### src/rtl/microwave_sequencer.sv
// Microwave oven control sequencer: BCD cook-time entry, start/stop/clear,
// door interlock, 1 Hz countdown prescaler and registered magnetron enable.
module microwave_sequencer #(
    parameter int TICKS_PER_SEC = 100
) (
    input  logic       clock,
    input  logic       reset,
    input  logic [9:0] keypad,
    input  logic       startn,
    input  logic       stopn,
    input  logic       clearn,
    input  logic       door_closed,
    output logic [3:0] mins,
    output logic [3:0] sec_tens,
    output logic [3:0] sec_ones,
    output logic       mag_on,
    output logic       done
);
    localparam int PW = (TICKS_PER_SEC > 1) ? $clog2(TICKS_PER_SEC) : 1;
    localparam logic [PW-1:0] PRESC_LAST = PW'(TICKS_PER_SEC - 1);

    typedef enum logic [1:0] {S_IDLE, S_COOK, S_PAUSE} state_t;

    state_t        state_q, state_d;
    logic [3:0]    mins_q, mins_d, tens_q, tens_d, ones_q, ones_d;
    logic [PW-1:0] presc_q, presc_d;
    logic          mag_q, mag_d, done_q, done_d;
    logic          start_prev_q, stop_prev_q, clear_prev_q, key_prev_q;

    logic       key_any, key_onehot, key_ev, start_ev, stop_ev, clear_ev;
    logic       cook, tick, time_nz;
    logic [3:0] key_digit, dec_mins, dec_tens, dec_ones;
    logic       dec_zero;

    assign key_any    = |keypad;
    assign key_onehot = key_any && ((keypad & (keypad - 10'd1)) == 10'd0);
    assign key_ev     = key_any && !key_prev_q;
    assign start_ev   = !startn && start_prev_q;
    assign stop_ev    = !stopn && stop_prev_q;
    assign clear_ev   = !clearn && clear_prev_q;

    assign cook    = (state_q == S_COOK);
    assign tick    = cook && (presc_q == PRESC_LAST);
    assign time_nz = (mins_q != 4'd0) || (tens_q != 4'd0) || (ones_q != 4'd0);

    always_comb begin
        key_digit = 4'd0;
        for (int i = 0; i < 10; i++) begin
            if (keypad[i]) key_digit = 4'(i);
        end
    end

    // Borrow chain for one second; digits need not be normalised (e.g. 1:79).
    always_comb begin
        dec_mins = mins_q;
        dec_tens = tens_q;
        dec_ones = ones_q;
        if (ones_q != 4'd0) begin
            dec_ones = ones_q - 4'd1;
        end else if (tens_q != 4'd0) begin
            dec_ones = 4'd9;
            dec_tens = tens_q - 4'd1;
        end else begin
            dec_ones = 4'd9;
            dec_tens = 4'd5;
            dec_mins = mins_q - 4'd1;
        end
    end
    assign dec_zero = (dec_mins == 4'd0) && (dec_tens == 4'd0) && (dec_ones == 4'd0);

    always_comb begin
        state_d = state_q;
        mins_d  = mins_q;
        tens_d  = tens_q;
        ones_d  = ones_q;
        presc_d = presc_q;
        done_d  = done_q;
        if (key_ev || start_ev || stop_ev || clear_ev || !door_closed) done_d = 1'b0;

        if (clear_ev) begin
            state_d = S_IDLE;
            mins_d  = 4'd0;
            tens_d  = 4'd0;
            ones_d  = 4'd0;
            presc_d = '0;
        end else if (cook && (!door_closed || stop_ev)) begin
            // Pause wins over a coincident tick, but that second is still consumed.
            state_d = S_PAUSE;
            presc_d = '0;
            if (tick) begin
                mins_d = dec_mins;
                tens_d = dec_tens;
                ones_d = dec_ones;
            end
        end else if (start_ev && !cook && door_closed && time_nz) begin
            state_d = S_COOK;
            presc_d = '0;
        end else if (key_ev && key_onehot && state_q == S_IDLE) begin
            mins_d = tens_q;
            tens_d = ones_q;
            ones_d = key_digit;
        end else if (cook) begin
            if (tick) begin
                presc_d = '0;
                mins_d  = dec_mins;
                tens_d  = dec_tens;
                ones_d  = dec_ones;
                if (dec_zero) begin
                    state_d = S_IDLE;
                    done_d  = 1'b1;
                end
            end else begin
                presc_d = presc_q + PW'(1);
            end
        end else begin
            presc_d = '0;
        end

        mag_d = (state_d == S_COOK) && door_closed;
    end

    always_ff @(posedge clock) begin
        if (reset) begin
            state_q      <= S_IDLE;
            mins_q       <= 4'd0;
            tens_q       <= 4'd0;
            ones_q       <= 4'd0;
            presc_q      <= '0;
            mag_q        <= 1'b0;
            done_q       <= 1'b0;
            start_prev_q <= 1'b1;
            stop_prev_q  <= 1'b1;
            clear_prev_q <= 1'b1;
            key_prev_q   <= 1'b0;
        end else begin
            state_q      <= state_d;
            mins_q       <= mins_d;
            tens_q       <= tens_d;
            ones_q       <= ones_d;
            presc_q      <= presc_d;
            mag_q        <= mag_d;
            done_q       <= done_d;
            start_prev_q <= startn;
            stop_prev_q  <= stopn;
            clear_prev_q <= clearn;
            key_prev_q   <= key_any;
        end
    end

    assign mins     = mins_q;
    assign sec_tens = tens_q;
    assign sec_ones = ones_q;
    assign mag_on   = mag_q;
    assign done     = done_q;
endmodule

### config.mk
export PLATFORM = sky130hd
export DESIGN_NAME = microwave_sequencer
export DESIGN_NICKNAME = d
export VERILOG_FILES = /design/src/rtl/microwave_sequencer.sv
export SDC_FILE = /design/constraint.sdc
export NUM_CORES = 1
export LEC_CHECK = 0
export BUFFER_PORTS_ARGS = -buffer_cell sky130_fd_sc_hd__buf_4
export CAP_MARGIN = 20
export CORE_ASPECT_RATIO = 1.1
export CORE_UTILIZATION = 48
export CTS_BUF_LIST = sky130_fd_sc_hd__clkbuf_4
export DETAILED_ROUTE_END_ITERATION = 7
export GPL_TIMING_DRIVEN = 0
export HOLD_SLACK_MARGIN = 0.08
export PLACE_DENSITY = 0.73
export SLEW_MARGIN = 25
export SYNTH_ARGS = -nofsm -noshare
export SYNTH_HDL_FRONTEND = slang
export SYNTH_SLANG_ARGS = --single-unit
### constraint.sdc
create_clock -name clock -period 2.3 [get_ports clock]
set_clock_uncertainty 0.1 [all_clocks]
set_input_delay 0.575 -clock clock [delete_from_list [all_inputs] [get_ports clock]]
set_output_delay 0.575 -clock clock [all_outputs]
set_load 0.02 [all_outputs]
======== Yosys cells after proc, flatten, opt, wreduce, memory -nomap -nowiden ========
Cells that the tools add are included.
cells by class
  $add $sub $neg .......................... 5
  multiply operators ...................... 0
  div/mod/pow operators ................... 0
  magnitude comparators ................... 0
  equal/unequal tests ..................... 4
  shifts and indexed selects .............. 0
  mux-type cells .......................... 46
  bitwise logic cells ..................... 1
  reductions and logical operators ........ 41
operators by type and width
  operator               count
  $mux 4                 28
  $logic_and 1x1->1      15
  $mux 2                 7
  $mux 7                 2
  $logic_not 4->1        3
  $reduce_bool 4->1      3
  $sub 4x1->4 const B    3
  $and 10x10->10         1
  $logic_not 10->1       1
  $reduce_or 10->1       1
  $sub 10x1->10 const B  1
  $mux 1                 9
  $add 7x1->7 const B    1
  $eq 7x7->1 const B     1
  $logic_or 1x1->1       7
  $logic_not 1->1        6
  $eq 2x1->1 const B     2
  $reduce_or 4->1        1
  $reduce_bool 3->1      1
  $logic_not 2->1        1
  $ne 2x2->1 const B     1
  $reduce_and 2->1       1
  $reduce_or 2->1        1
storage, ports and cells
  register bits after elaboration ......... 27
  bits in latches ......................... 0
  RAM bits ................................ 0
  ROM bits ................................ 0
  input bits .............................. 16
  output and inout port bits .............. 14
  logic and storage cells ................. 108
  memories kept ........................... 0

======== Logic depth before layout (Yosys ltp) ========
Gate-level depths: netlist (run 1).
  depth in word-level cells ............... 15
  gate-level depth with buffers ........... 8
  mapped depth without buffers ............ 7

======== Worst setup path after synthesis (run 1) ========
No wires, ideal clock.
  path type ............................... in2reg
  start ................................... input keypad[4]
  end ..................................... register tens_q[2] (netlist: sec_tens[2])
  library setup time ...................... 116 ps
  arrival time ............................ 2270 ps
  required time ........................... 2084 ps
  setup slack ............................. -185 ps
  cell stages on the path ................. 7
  path buffers ............................ 1
  cells stage by stage .................... or4_4 -> o41ai_4 -> nor2b_4 -> and2_4 -> buf_6 -> o22ai_1 -> a31o_1
on the way
  longest elaborated chain between the ends .. 9
  elaborated cells on any way between the ends .. 13
  those cells by class .................... 1 x add/sub; 3 x mux; 1 x bitwise; 8 x reduce/logical
RTL lines
  what                                 RTL line  text
  from (decl)                          8         input logic [9:0] keypad,
  $sub 10x1->10                        36        assign key_onehot = key_any && ((keypad & (keypad - 10'd1)) == 10'd0);
  $and 10x10->10                       36
  $logic_not 10->1                     36
  $logic_and 1x1->1                    36
  $logic_and 1x1->1 (*) (2 in series)  98        end else if (key_ev && key_onehot && state_q == S_IDLE) begin
  $mux 4                               98
  $mux 4                               95        end else if (start_ev && !cook && door_closed && time_nz) begin
  $mux 4                               86        end else if (cook && (!door_closed || stop_ev)) begin
  to (signal assigned)                 138       tens_q <= tens_d;
  to (decl)                            25        logic [3:0] mins_q, mins_d, tens_q, tens_d, ones_q, ones_d;
Mark *: on every way between the ends. The rest lies on a longest branch, timed or not. The select of a mux whose other input is x is not followed.
A chain may end at the register's enable or synchronous reset.

======== Final worst setup path (run 1) ========
  start ................................... register ones_q[3] (netlist: sec_ones[3])
  end ..................................... register tens_q[2] (netlist: sec_tens[2])
on the way
  longest elaborated chain between the ends .. 7
  elaborated cells on any way between the ends .. 11
  those cells by class .................... 1 x eq/ne; 6 x mux; 4 x reduce/logical
RTL lines
  what                    RTL line  text
  from (decl)             25
  from (signal assigned)  139       ones_q <= ones_d;
  $reduce_bool 4->1 (*)   44, 58
  $mux 4                  58        if (ones_q != 4'd0) begin
  $mux 4                  90, 103
  $mux 4                  102       end else if (cook) begin
  $mux 4                  98
  $mux 4                  95
  $mux 4                  86
Marked as above.

==> summary.txt, run 1 <==
Run status
  • Outcome: complete, but fails checks
  • Failing checks: design-rule violations, negative setup slack

Setup path
  • Crit start category: flip-flop
  • Worst Path Max Fanout: 8
  • R2R Setup Slk: -0.008 ns
  • Kind of end point of the critical path: flip-flop
  • CP max stage delay: 0.53 ns
  • Crit path arrival time: 2.47 ns
  • Crit path max-delay cell type: or4_4
  • Crit path cell chain: buf_6, or4_4, nor3_4, a41o_2, buf_4, and3_4, o22ai_2, a31o_1
  • CP Data Required Time: 2.47 ns
  • Setup Crit Path Kind: reg -> reg

GRT
  • Grt total ovfl: 0
  • First-pass GRT wire length: 7417 microns
  • Global Route Usage Sum: 25.39%
  • Largest net degree at the start of global routing: 17
  • Initial antenna violation count: 0
  • Number of global-route vias before repair: 1666

Power and ir drop
  • Internal power: 583.6 uW
  • Worst vdd ir: 246.6 uV
  • Gate power share: 12.3%
  • Pwr Density: 358.0 mW/mm^2
  • NetSw: 215.9 uW
  • Pleak: 0.0008470 uW
  • Clock Power Share: 28.5%
  • Sw Ratio: 27.01%
  • Part of the power in registers: 59.2%

Place
  • Placer congestion estimate: 0.8762
  • HPWL Detailed: 3286 microns
  • PortBufs: 29
  • Post-Place Cells: 264

Clocking
  • CTS tree: built
  • CTS Sinks: 27
  • Clk buf depth: 2
  • CTS clock-pin slew for the worst setup and hold paths: 0.17 ns
  • TritonCTS Buffers: 3
  • H-tree depth: 1
  • Clock Tree Root: clkbuf_4
  • Worst skew pair latency: 0.34 ns

Drt
  • WL final: 5028 microns
  • Drt wl/cell: 17.52 microns
  • DR pass1 iterations: 6
  • DRC Markers: 1
  • DR vias: 1838
  • DR iter-0 viols: 150
  • ANT nets after route: 0
  • Via/cell ratio: 6.404

Synthesis
  • Ys flop type: dfxtp_1
  • Post-synth EDFFs: 0
  • Avg Cell Area, Syn: 8.217 sq um
  • Post-Syn Nets: 220
  • Async set-reset flop share out of synthesis: 0%
  • Sequential-to-total area share from yosys stat: 32.73%
  • Cells after Synth: 201
  • Library cells used by synthesis: 55
  • Synthesized area: 0.001652 sq mm
  • Seq cells post-synth: 27
  • Synth Warn #: 0

Worst hold path
  • Hold Crit Class: in -> reg

Floorplan
  • Die W: 57.93 microns
  • Die area: 0.003680 sq mm
  • Initial Util: 52.38%
  • I/O pin count: 30
  • Row count: 21
  • Chip height: 63.52 microns
  • CORE AREA: 0.003153 sq mm

STA
  • Setup TNS: -0.008414 ns
  • Final Max Tran Viols: 0
  • Min Tclk post-route: 2.308 ns
  • Slew headroom: 60.34%
  • Fin Hold WS: 0.3065 ns
  • RSZ-0062 raised after global routing: yes
  • Fmax: 433.2 MHz
  • Final number of setup-violating endpoints: 1
  • Fin. Hold Viols: 0
  • Fin crit share: 100.4%
  • Least-Margin Pin Slew: 0.5949 ns
  • Worst setup margin: -0.008414 ns

Cells and area
  • Non-Filler Instances: 287
  • Fillers: 242
  • Layout cells sized above 1: 35.18%
  • Layout Nets: 273
  • Antenna Cells: 0
  • Area delta synth->final: 35.23%

Job
  • MaxCap Viol Count: 0
## power groups by stage
stage / Sequential, uW / Clock (uW) / Combinational (uW)
6_report: 473 / 228 / 98.5
4_1_cts: 473 / 225 / 89.8
2_1_floorplan: 483 / 0 / 39.6
3_5_place_dp: 483 / 0 / 82.3
5_1_grt: 474 / 246 / 105
3_3_place_gp: 483 / 0 / 78.7
## stage by stage
stage                     util, %  setup slack, ns  instance area, sq um  power (uW)
after CTS                   65.91         -0.03568                  2078       787.8
after floorplan                 -          -0.1852                  1670       522.2
after global placement      61.23          -0.5192                  1931       561.6
final                       70.83        -0.008414                  2233       799.6
after detailed placement    61.23          -0.5825                  1931       565.2
after global routing        70.83         -0.04219                  2233       825.3
## critical path, delay by kind of cell (launching register included)
kind                   cells  cell delay (ns)
AO/OA/AOI/OAI              3             0.59
flip-flops                 1             0.35
buffers and inverters      2             0.26
AND/OR/NAND/NOR            3             0.95
## cells by family after synthesis
logic type               share of synthesized area (%)
AND/OR/NAND/NOR                                  32.12
flip-flops                                       32.73
AO/OA/AOI/OAI                                    28.79
adder cells (fa/ha/maj)                          2.273
buffers and inverters                            4.091
## Yosys cell counts (3+ instances only)
master / n / area share [%]
ha_1: 3 / 2.3
nor2b_1: 4 / 1.5
buf_6: 3 / 2.0
nand4_1: 4 / 1.5
clkbuf_1: 3 / 0.68
nand2_1: 18 / 4.1
dfxtp_1: 27 / 33
nor2_1: 23 / 5.2
o22ai_1: 4 / 1.5
nand3_1: 8 / 2.4
and3_1: 3 / 1.1
a21oi_1: 16 / 4.8
nor3_1: 7 / 2.1
or3_1: 4 / 1.5
nor3b_1: 3 / 1.4
inv_1: 6 / 1.4
or2_2: 5 / 1.9
o21ai_0: 11 / 3.3
## cell type report
class                      count  area, sq um  area share [%]
inverter                       6        22.52           1.008
sequential                    27        540.5           24.20
multi-input combinational    162         1166           52.21
clock inverter                 1        7.507          0.3361
tap                           34        42.54           1.905
buffer                         6        45.04           2.017
clock buffer                   3        22.52           1.008
timing repair buffer          48        386.6           17.31
## placed cells by master, fill, tap and decap left out, types with 4 or more instances in the layout
cell type  synthesis  layout
buf_6              3       6
dfxtp_1           27      27
a21oi_1           16      11
o21ai_0           11      10
nor2b_1            4       4
or3_1              4       4
nand3_1            8       7
nand2_1           18      16
a21oi_2            0       4
nand4_1            4       4
or2_2              5       5
buf_4              0      43
inv_1              6       6
nor2_1            23      23
nor3_1             7       6
## sequential cells by signal (all words and copies together), names as in the netlist
name / cells
presc_q: 7
start_prev_q: 1
sec_tens: 4
sec_ones: 4
stop_prev_q: 1
mag_on: 1
done: 1
state_q: 2
clear_prev_q: 1
key_prev_q: 1
mins: 4
## path summary, 6_finish.rpt
path                    start           to  cells past startpoint
setup reg to reg  sec_ones[3]  sec_tens[2]                      8
setup / recovery  sec_ones[3]  sec_tens[2]                      8
hold reg to reg    presc_q[6]   presc_q[6]                      1
hold / removal          reset   key_prev_q                      2
## routing by layer
| metal | vias up | wire [microns] | GRT usage, % |
|---|---|---|---|
| met5 | - | 0 | 0 |
| met4 | 0 | 182 | 11.01 |
| met3 | 24 | 263 | 3.080 |
| met2 | 74 | 2497 | 43.10 |
| met1 | 874 | 2084 | 31.62 |
| li1 | 866 | - | - |
## timing repair
action / CTS / global route
resized for setup: 10 / 18
setup endpoints to repair: 16 / 18
gates cloned: 2 / 0
hold buffers: 0 / 0
setup buffers: 8 / 9
pin swaps: 7 / 15
No activity file was read; power rests on OpenSTA's default activity.
==> run 2: changes to the inputs <==
--- a/config.mk
+++ b/config.mk
@@ -7,13 +7,15 @@
 export LEC_CHECK = 0
 export BUFFER_PORTS_ARGS = -buffer_cell sky130_fd_sc_hd__buf_4
 export CAP_MARGIN = 20
+export CELL_PAD_IN_SITES_DETAIL_PLACEMENT = 1
+export CELL_PAD_IN_SITES_GLOBAL_PLACEMENT = 1
 export CORE_ASPECT_RATIO = 1.1
-export CORE_UTILIZATION = 48
+export CORE_UTILIZATION = 38
 export CTS_BUF_LIST = sky130_fd_sc_hd__clkbuf_4
 export DETAILED_ROUTE_END_ITERATION = 7
 export GPL_TIMING_DRIVEN = 0
 export HOLD_SLACK_MARGIN = 0.08
-export PLACE_DENSITY = 0.73
+export PLACE_DENSITY_LB_ADDON = 0.1
 export SLEW_MARGIN = 25
 export SYNTH_ARGS = -nofsm -noshare
 export SYNTH_HDL_FRONTEND = slang
==> run 2 against run 1 <==
- the flow finishes with violations (negative setup slack)
- clock power grew 2%
- non-clock buffer count fell by 6
- first-iteration DRC count is 44% higher
- worst hold slack got worse by 0.0071 ns
- maximum frequency is 1.1% lower
- cell count grew 4.2%
- combinational power barely moved
- sequential share of layout area up 0.43 points
- setup slack worse by 0.025 ns
- die area increased by 25%
- sequential power about the same
- critical path type is now in -> reg
- largest cell class unchanged
==> summary.txt, run 2 (synthesis gave the netlist of run 1 again) <==
Drt
  • Drt wl/cell: 20.37 microns
  • Via/cell ratio: 6.258
  • WL final: 6091 microns
  • DR iter-0 viols: 216
  • DR vias: 1871
  • DRC Markers: 0
  • ANT nets after route: 0
  • DR pass1 iterations: 5

STA
  • Fmax: 428.6 MHz
  • Final Max Tran Viols: 0
  • Worst setup margin: -0.03329 ns
  • Slew headroom: 51.92%
  • Fin. Hold Viols: 0
  • Min Tclk post-route: 2.333 ns
  • Least-Margin Pin Slew: 0.7212 ns
  • Final number of setup-violating endpoints: 4
  • RSZ-0062 raised after global routing: yes
  • Fin crit share: 101.4%
  • Setup TNS: -0.06387 ns

Worst hold path
  • Hold Crit Class: in -> reg
  • Hold Startpoint: reset
  • Hold path cells: 2
  • Worst hold endpoint: key_prev_q

Setup path
  • WP buf/inv: 2
  • R2r worst-path depth: 7
  • Crit path max-delay family: simple AND/OR/NAND/NOR gates
  • Crit path cell chain: buf_8, or4_4, o41ai_4, nor2b_4, buf_4, nand2_4, o22a_1, o22ai_1
  • Crit path arrival time: 2.50 ns
  • CP Data Required Time: 2.47 ns
  • Kind of end point of the critical path: flip-flop
  • Worst Path Max Fanout: 8
  • Crit start category: primary input
  • R2R Path Start: sec_tens[0]
  • Setup Crit Path Kind: in -> reg
  • Crit path max-delay cell type: or4_4
  • CP max stage delay: 0.57 ns
  • RR Endpoint: mins[1]
  • R2R Setup Slk: 0.03 ns

Cells and area
  • Antenna Cells: 0
  • Commonest non-fill, non-tap cell in the layout: buf_4
  • Most frequent cells in the layout: 41 x buf_4, 25 x dfxtp_1, 23 x nor2_1
  • Multi-input gate area: 0.001176 sq mm
  • Fillers: 496
  • Area delta synth->final: 33.48%
  • Final instance area: 0.002205 sq mm
  • Most flops, register: presc_q
  • Non-Filler Instances: 299
  • Layout cells sized above 1: 35.63%
  • Max reg flops: 7
  • FF+latch area: 543.0 sq um
  • Layout Nets: 267
  • Post-layout util: 54.38%

Clocking
  • CTS Sinks: 27
  • CTS clock-pin slew for the worst setup and hold paths: 0.17 ns
  • CTS tree: built
  • TritonCTS Buffers: 3
  • Clk buf depth: 2
  • Worst skew pair latency: 0.34 ns
  • Clock Tree Root: clkbuf_4
  • H-tree depth: 1

Power and ir drop
  • Pwr Density: 366.0 mW/mm^2
  • Pleak: 0.0008167 uW
  • Worst vdd ir: 239.6 uV

Place
  • Post-Place Cells: 282
  • HPWL Detailed: 3967 microns
  • Placer congestion estimate: 0.8128
  • PortBufs: 29
  • Dpl cell area: 0.001953 sq mm
  • DP Worst Slack: -0.5893 ns

GRT
  • Largest net degree at the start of global routing: 17
  • Number of global-route vias before repair: 1986
  • Global Route Usage Sum: 27.31%
  • First-pass GRT wire length: 9742 microns
  • Initial antenna violation count: 0
  • Grt total ovfl: 0

Floorplan
  • Initial Util: 40.74%
  • I/O pin count: 30
  • Die area: 0.004614 sq mm
  • Chip height: 71.15 microns
  • CORE AREA: 0.004054 sq mm
  • Die W: 64.86 microns
  • Row count: 24

Job
  • MaxCap Viol Count: 0

Run status
  • Failing checks: negative setup slack
  • Outcome: complete, but fails checks
## run 2: area by class of cell
type                       count  area share [%]
inverter                       6           1.022
clock inverter                 1          0.3405
buffer                         5           1.532
multi-input combinational    162           53.35
timing repair buffer          43           15.15
tap                           52           2.951
clock buffer                   3           1.022
sequential                    27           24.63
## run 2: routing by layer
| layer | GRT usage [%] | part of all wire (%) | wire length [microns] | up-vias |
|---|---|---|---|---|
| li1 | - | - | - | 850 |
| met1 | 31.43 | 43 | 2591 | 929 |
| met2 | 47.69 | 51 | 3076 | 73 |
| met3 | 3.226 | 4.1 | 248 | 19 |
| met4 | 16.30 | 2.9 | 176 | 0 |
| met5 | 0 | 0 | 0 | - |
## run 2: repair_timing
action                                  4_1_cts  5_1_grt
resized for setup                            15       14
setup buffers                                 6        6
endpoints found under the setup margin       16       20
gates cloned                                  2        0
pin swaps                                     6       11
endpoints found under the hold margin         0        0
hold buffers                                  0        0
## run 2: how the worst max path moves through the flow
stage / end / cells after the start / from
3_3_place_gp: mins[0] / 7 / keypad[0]
6_report: sec_ones[0] / 8 / keypad[5]
4_1_cts: mins[1] / 8 / sec_ones[3]
5_1_grt: mins[0] / 8 / keypad[5]
2_1_floorplan: sec_tens[2] / 7 / keypad[4]
3_5_place_dp: mins[0] / 7 / keypad[0]
## run 2: power breakdown
| group | leakage (uW) | internal, uW | switching [uW] | total (uW) |
|---|---|---|---|---|
| logic | 0.000583 | 43.2 | 57.4 | 101 |
| registers | 0.000220 | 472 | 1.07 | 473 |
| clock network | 0.0000139 | 66.5 | 167 | 233 |
| total | 0.000817 | 582 | 225 | 807 |
## run 2: per-stage QoR
stage          hold WS, ns  total power, uW
2_1_floorplan       0.3384            522.2
3_3_place_gp        0.3613            563.3
3_5_place_dp        0.3762            567.3
4_1_cts             0.2957            800.4
5_1_grt             0.3048            833.1
6_report            0.2994            806.9
